## src/rtl/branch_resolve_pkg.sv

```systemverilog
// branch_resolve_pkg
//   Shared definitions for the branch resolution slice: control-flow opcodes,
//   the layout of one in-flight prediction entry and the default queue depth.
package branch_resolve_pkg;

    localparam logic [6:0] OPC_BRANCH = 7'b1100011;
    localparam logic [6:0] OPC_JAL    = 7'b1101111;

    localparam int DEFAULT_DEPTH = 4;

    // One fetch-time prediction, held until execute resolves it.
    typedef struct packed {
        logic [31:0] pc;
        logic [31:0] target;
        logic        taken;
        logic        is_branch;
    } pred_entry_t;

    // Sequential successor of a control instruction; wraps at 2^32.
    function automatic logic [31:0] fallthrough_pc(input logic [31:0] pc);
        return pc + 32'd4;
    endfunction

endpackage

```

## src/rtl/branch_resolve_if.sv

```systemverilog
// branch_resolve_if
//   Fetch push channel, execute resolve channel and the redirect / training
//   outputs of branch_resolve.
//   master: fetch/execute side (drives push_* and resolve_*)
//   slave : branch_resolve (drives push_ready, redirect*, flush, upd_*)
interface branch_resolve_if;

    logic        push_valid;
    logic        push_ready;
    logic [31:0] push_pc;
    logic [31:0] push_target;
    logic        push_taken;
    logic        push_is_branch;

    logic        resolve_valid;
    logic        resolve_taken;

    logic        redirect;
    logic [31:0] redirect_pc;
    logic        flush;
    logic        upd_branch;
    logic        upd_result;

    modport master (
        output push_valid, push_pc, push_target, push_taken, push_is_branch,
        output resolve_valid, resolve_taken,
        input  push_ready, redirect, redirect_pc, flush, upd_branch, upd_result
    );

    modport slave (
        input  push_valid, push_pc, push_target, push_taken, push_is_branch,
        input  resolve_valid, resolve_taken,
        output push_ready, redirect, redirect_pc, flush, upd_branch, upd_result
    );

endinterface

```

## src/rtl/branch_resolve_pred_fifo.sv

```systemverilog
// branch_resolve_pred_fifo
//   Synchronous FIFO of prediction entries in program order.
//   clk, rst      : clock, async active-high reset
//   push / wdata  : write an entry (ignored when full)
//   pop  / rdata  : rdata is the oldest entry; pop removes it (ignored when empty)
//   clear         : discard every entry; wins over push and pop
//   count         : occupancy, 0..DEPTH
module branch_resolve_pred_fifo
    import branch_resolve_pkg::*;
#(
    parameter  int DEPTH = DEFAULT_DEPTH,
    localparam int AW    = (DEPTH > 1) ? $clog2(DEPTH) : 1,
    localparam int CW    = $clog2(DEPTH) + 1
) (
    input  logic          clk,
    input  logic          rst,
    input  logic          push,
    input  logic          pop,
    input  logic          clear,
    input  pred_entry_t   wdata,
    output pred_entry_t   rdata,
    output logic [CW-1:0] count
);

    pred_entry_t     mem [DEPTH];
    logic [AW-1:0]   wr_ptr;
    logic [AW-1:0]   rd_ptr;
    logic            push_ok;
    logic            pop_ok;

    assign push_ok = push && (count != CW'(DEPTH));
    assign pop_ok  = pop  && (count != '0);
    assign rdata   = mem[rd_ptr];

    // DEPTH is a power of two, so the pointers wrap by plain overflow.
    always_ff @(posedge clk or posedge rst) begin
        if (rst) begin
            wr_ptr <= '0;
            rd_ptr <= '0;
            count  <= '0;
        end else if (clear) begin
            wr_ptr <= '0;
            rd_ptr <= '0;
            count  <= '0;
        end else begin
            if (push_ok) wr_ptr <= wr_ptr + 1'b1;
            if (pop_ok)  rd_ptr <= rd_ptr + 1'b1;
            count <= count + CW'(push_ok) - CW'(pop_ok);
        end
    end

    always_ff @(posedge clk) begin
        if (push_ok && !clear) mem[wr_ptr] <= wdata;
    end

endmodule

```

## src/rtl/branch_resolve.sv

```systemverilog
// branch_resolve
//   Holds fetch-time predictions for in-flight branches/JALs, checks each one
//   against the execute outcome, and produces a one-cycle redirect/flush on a
//   mispredict plus the predictor training strobe.
//   clk, rst          : clock, async active-high reset
//   br (slave)        : push channel, resolve channel, redirect and training
//   count             : entries in flight
//   err_underflow     : sticky, a resolve arrived with nothing in flight
//   branch_count      : resolved conditional branches (wraps)
//   mispredict_count  : resolved mispredictions, branch and JAL (wraps)
module branch_resolve
    import branch_resolve_pkg::*;
#(
    parameter  int DEPTH = DEFAULT_DEPTH,
    parameter  int CNT_W = 32,
    localparam int CW    = $clog2(DEPTH) + 1
) (
    input  logic             clk,
    input  logic             rst,
    branch_resolve_if.slave  br,
    output logic [CW-1:0]    count,
    output logic             err_underflow,
    output logic [CNT_W-1:0] branch_count,
    output logic [CNT_W-1:0] mispredict_count
);

    pred_entry_t head;
    pred_entry_t wentry;
    logic        push_fire;
    logic        pop_fire;
    logic        actual;
    logic        mispredict;

    logic        redirect_q;
    logic [31:0] redirect_pc_q;
    logic        upd_branch_q;
    logic        upd_result_q;

    // Ready looks only at the occupancy at cycle start: a pop in the same
    // cycle does not make room.
    assign br.push_ready = (count < CW'(DEPTH));
    assign push_fire     = br.push_valid && br.push_ready;
    assign pop_fire      = br.resolve_valid && (count != '0);

    // JALs are always taken, whatever execute reports.
    assign actual     = head.is_branch ? br.resolve_taken : 1'b1;
    assign mispredict = pop_fire && (actual != head.taken);

    always_comb begin
        wentry           = '0;
        wentry.pc        = br.push_pc;
        wentry.target    = br.push_target;
        wentry.taken     = br.push_taken;
        wentry.is_branch = br.push_is_branch;
    end

    // A mispredict discards every younger entry, and a same-cycle push is
    // wrong-path, so clear wins over both.
    branch_resolve_pred_fifo #(.DEPTH(DEPTH)) u_fifo (
        .clk   (clk),
        .rst   (rst),
        .push  (push_fire),
        .pop   (pop_fire),
        .clear (mispredict),
        .wdata (wentry),
        .rdata (head),
        .count (count)
    );

    always_ff @(posedge clk or posedge rst) begin
        if (rst) begin
            redirect_q       <= 1'b0;
            redirect_pc_q    <= '0;
            upd_branch_q     <= 1'b0;
            upd_result_q     <= 1'b0;
            err_underflow    <= 1'b0;
            branch_count     <= '0;
            mispredict_count <= '0;
        end else begin
            redirect_q   <= mispredict;
            upd_branch_q <= pop_fire && head.is_branch;
            upd_result_q <= pop_fire && actual;
            if (mispredict) begin
                redirect_pc_q    <= actual ? head.target : fallthrough_pc(head.pc);
                mispredict_count <= mispredict_count + CNT_W'(1);
            end
            if (pop_fire && head.is_branch) begin
                branch_count <= branch_count + CNT_W'(1);
            end
            if (br.resolve_valid && (count == '0)) begin
                err_underflow <= 1'b1;
            end
        end
    end

    assign br.redirect    = redirect_q;
    assign br.flush       = redirect_q;
    assign br.redirect_pc = redirect_pc_q;
    assign br.upd_branch  = upd_branch_q;
    assign br.upd_result  = upd_result_q;

endmodule

```

## src/flat_wrapper.sv

```systemverilog
// flat-port wrapper written by rule: the top's interface ports become plain ports
module branch_resolve_flat import branch_resolve_pkg::*;
#(
    parameter  int DEPTH = DEFAULT_DEPTH,
    parameter  int CNT_W = 32,
    localparam int CW    = $clog2(DEPTH) + 1
)
  (clk, rst, count, err_underflow, branch_count, mispredict_count, br_push_valid, br_push_pc, br_push_target, br_push_taken, br_push_is_branch, br_resolve_valid, br_resolve_taken, br_push_ready, br_redirect, br_redirect_pc, br_flush, br_upd_branch, br_upd_result);
  branch_resolve_if br_i ();
  input  logic clk;
  input  logic rst;
  output logic [CW-1:0] count;
  output logic err_underflow;
  output logic [CNT_W-1:0] branch_count;
  output logic [CNT_W-1:0] mispredict_count;
  input wire logic [$bits(br_i.push_valid)-1:0] br_push_valid;
  input wire logic [$bits(br_i.push_pc)-1:0] br_push_pc;
  input wire logic [$bits(br_i.push_target)-1:0] br_push_target;
  input wire logic [$bits(br_i.push_taken)-1:0] br_push_taken;
  input wire logic [$bits(br_i.push_is_branch)-1:0] br_push_is_branch;
  input wire logic [$bits(br_i.resolve_valid)-1:0] br_resolve_valid;
  input wire logic [$bits(br_i.resolve_taken)-1:0] br_resolve_taken;
  output wire logic [$bits(br_i.push_ready)-1:0] br_push_ready;
  output wire logic [$bits(br_i.redirect)-1:0] br_redirect;
  output wire logic [$bits(br_i.redirect_pc)-1:0] br_redirect_pc;
  output wire logic [$bits(br_i.flush)-1:0] br_flush;
  output wire logic [$bits(br_i.upd_branch)-1:0] br_upd_branch;
  output wire logic [$bits(br_i.upd_result)-1:0] br_upd_result;
  assign br_i.push_valid = br_push_valid;
  assign br_i.push_pc = br_push_pc;
  assign br_i.push_target = br_push_target;
  assign br_i.push_taken = br_push_taken;
  assign br_i.push_is_branch = br_push_is_branch;
  assign br_i.resolve_valid = br_resolve_valid;
  assign br_i.resolve_taken = br_resolve_taken;
  assign br_push_ready = br_i.push_ready;
  assign br_redirect = br_i.redirect;
  assign br_redirect_pc = br_i.redirect_pc;
  assign br_flush = br_i.flush;
  assign br_upd_branch = br_i.upd_branch;
  assign br_upd_result = br_i.upd_result;
  branch_resolve #(.DEPTH(DEPTH), .CNT_W(CNT_W)) u_core (.clk(clk), .rst(rst), .br(br_i), .count(count), .err_underflow(err_underflow), .branch_count(branch_count), .mispredict_count(mispredict_count));
endmodule
```

## config.mk

```make
export PLATFORM = sky130hd
export DESIGN_NAME = branch_resolve_flat
export DESIGN_NICKNAME = d
export VERILOG_FILES = /design/src/rtl/branch_resolve_pkg.sv /design/src/rtl/branch_resolve_if.sv /design/src/rtl/branch_resolve_pred_fifo.sv /design/src/rtl/branch_resolve.sv /design/src/flat_wrapper.sv
export SDC_FILE = /design/constraint.sdc
export NUM_CORES = 1
export LEC_CHECK = 0
export CORE_MARGIN = 3
export CORE_UTILIZATION = 60
export DETAILED_ROUTE_END_ITERATION = 10
export PLACE_DENSITY = 0.85
export SYNTH_ARGS = -nofsm -noshare
export SYNTH_HDL_FRONTEND = slang
export SYNTH_SLANG_ARGS = --single-unit
```

## constraint.sdc

```tcl
create_clock -name clk -period 10 [get_ports clk]
set_input_delay 2 -clock clk [delete_from_list [all_inputs] [get_ports clk]]
set_output_delay 2 -clock clk [all_outputs]
set_load 0.01 [all_outputs]
```

==> metrics.txt <==
status finished clean; Initial Utilization 61.5%; Worst slew margin 40.0%; cts hold-fix bufs 0; Avg Cell Area, Syn 16.9 sq um; #FFs+latches synth 371; CP Data Required Time 10.15 ns; Via density 6.05; final core utilization 74.5%; DR pass1 iterations 5; Async SR Flop Fraction 28.8%; worst-margin pin slew 0.899 ns; WL final 32600 um; area leader, netlist edfxtp_1; layout cell share with drive strength beyond 1 12.7%; initial antenna violation count 0; crit path max-delay cell type and3_2; total track usage 24.7%; CP Buf/Inv Count 3; synth top area cells edfxtp_1 53%, dfrtp_1 18%, mux4_2 7.3%; Hold Slack 0.483 ns; area growth from synthesis to layout 21.1%; antenna viol nets, final 0; synthesized area 15100 sq um; Worst Hold Launch u_core.err_underflow; Unique masters post-synth 51; Startpoint Class input pin; final setup TNS 0 ns; Peak VDD IR 191 uV; most common cell after layout, fill and taps aside edfxtp_1; Max clock buf depth 3; Setup CP Type input pin to flip-flop; largest net degree at the start of global routing 70; placed wire-length estimate 20900 um; Final Setup Violations 0; RSZ-0062 raised after global routing no; IO buf count 175; EDFF count, synth 264; Synth Flop Type edfxtp_1; vias in the first global route 9086; row count 57; nets 1159; cell leakage power 6.46 nW; Slew Viols, Final 0; routability cong. 0.801; HP Class flip-flop to flip-flop; Tcrit/Tclk final 56.5%; clk_skew 0.0131 ns; crit-path max FO 45; post-synthesis sequential area ratio 70.3%; FF-to-FF Start u_core.u_fifo.rd_ptr[1]; CTS Root Cell clkbuf_16; H-tree depth 2; first-pass GRT wire length 50700 um; I/O pin total 176; top-area cell type share of the netlist area 52.5%; Post-CTS Resized 0; total grt overflow 0; worst skew pair latency 0.53 ns; Mapped Cells 893; most used cell, CP buf_4; placed cells 1363; Post-CTS Setup Inserts 0; delay-heaviest family, CP buffers and inverters; DIE WIDTH 165 um; CTS buffer count 37; most frequent cells in the layout 264 x edfxtp_1, 175 x clkdlybuf4s50_1, 105 x dfrtp_1; DRC viols 0; Max Cap Viol 0; CP Cell Sequence clkdlybuf4s50_1, or2_2, o22a_2, xnor2_4, nand2b_2, buf_4, and3_2, buf_4; final cell count without fillers 1431; worst path arrival time 5.80 ns; Yosys warning total 0; die area 27100 sq um; power density cells 261 nW/um^2; DIE HEIGHT 165 um; CTS tree built; Reg clk slew, reported paths 0.06 ns; Critical path origin br_resolve_taken; FMAX 177 MHz; diode count 0; Core ar. 24500 sq um; Place WS 3.79 ns; final hold violations 0; drt wl/cell 22.8 um; worst stage delay on the critical path 0.67 ns; first-iteration detailed-routing DRC count 826; vias 8658; Final min period 5.65 ns; CP Capture Type flip-flop; final worst slack 4.35 ns; syn_nets 974; clock sink count 371
-- worst paths after layout --
path	end	slack, ns	depth (start not counted)
max reg2reg	u_core.u_fifo.mem[2][62]	5.32	7
min reg2reg	u_core.err_underflow	0.48	1
min	u_core.err_underflow	0.48	1
max	u_core.u_fifo.mem[2][62]	4.35	8
max in group asynchronous	u_core.u_fifo.rd_ptr[0]	6.78	3
min in group asynchronous	u_core.mispredict_count[9]	1.87	2
-- metal layers --
metal | global-route usage [%] | part of all wire [%]
met5 | 0 | 0
met4 | 8.92 | 2.5
met3 | 5.04 | 7.4
met2 | 41.4 | 50
met1 | 32.7 | 40
-- registers in the layout, summed over array words and instances (netlist names) --
signal and count:
u_core.br.flush 1, u_core.br.redirect_pc 32, u_core.br.upd_branch 1, u_core.br.upd_result 1
u_core.branch_count 32, u_core.err_underflow 1, u_core.mispredict_count 32, u_core.u_fifo.count 3
u_core.u_fifo.mem 264, u_core.u_fifo.rd_ptr 2, u_core.u_fifo.wr_ptr 2
-- worst reg2reg max path: stages, from the launching register on --
cell      delay [ns]
dfrtp_2         0.83
mux2i_1         0.40
o22a_2          0.69
xnor2_4         0.24
nand2b_2        0.37
buf_4           0.42
and3_2          0.67
buf_4           0.65
-- cell usage after synthesis (all sizes together) (3+ instances only) --
| cell | number |
|---|---|
| and2 | 5 |
| xor2 | 18 |
| mux2i | 6 |
| xnor2 | 74 |
| buf | 24 |
| nand2 | 65 |
| o21ai | 21 |
| nor2 | 42 |
| nor4 | 8 |
| ha | 9 |
| o22ai | 14 |
| nor3b | 3 |
| a21oi | 19 |
| nor3 | 18 |
| nand3 | 39 |
| dfrtp | 107 |
| nand4 | 17 |
| and3 | 17 |
| edfxtp | 264 |
| a31oi | 3 |
| nand2b | 3 |
| clkbuf | 14 |
| and4 | 11 |
| inv | 12 |
| mux4 | 66 |
-- logic make-up after synthesis --
family	count (synthesis)	share of synthesized area, %
compound gates	65	2.47
xor+xnor	92	5.46
fa+ha+maj	10	0.879
buf+inv	50	1.87
flops	371	70.3
mux	72	10.7
simple gates	233	8.37
-- cell type report --
| cell class | instances | area [sq um] |
|---|---|---|
| clock buffer | 44 | 1000 |
| clock inverter | 24 | 174 |
| fill | 1466 | 6250 |
| inverter | 12 | 47.5 |
| multi-input combinational | 472 | 4220 |
| sequential | 371 | 10600 |
| tap | 324 | 405 |
| timing repair buffer | 184 | 1820 |
-- report_power, final --
part | internal (mW) | leakage, nW | total, mW | switching [mW]
logic | 0.618 | 2.10 | 1.33 | 0.716
registers | 1.92 | 3.78 | 2.11 | 0.188
clock network | 0.771 | 0.580 | 1.33 | 0.558
total | 3.31 | 6.46 | 4.77 | 1.46
-- per-stage QoR --
step | power, mW | area (sq um)
after floorplan | 2.94 | 15100
after CTS | 4.81 | 18300
after global routing | 4.99 | 18300
final | 4.77 | 18300
after detailed placement | 3.46 | 17100
after global placement | 3.40 | 17100
No activity file was read; power rests on OpenSTA's default activity.
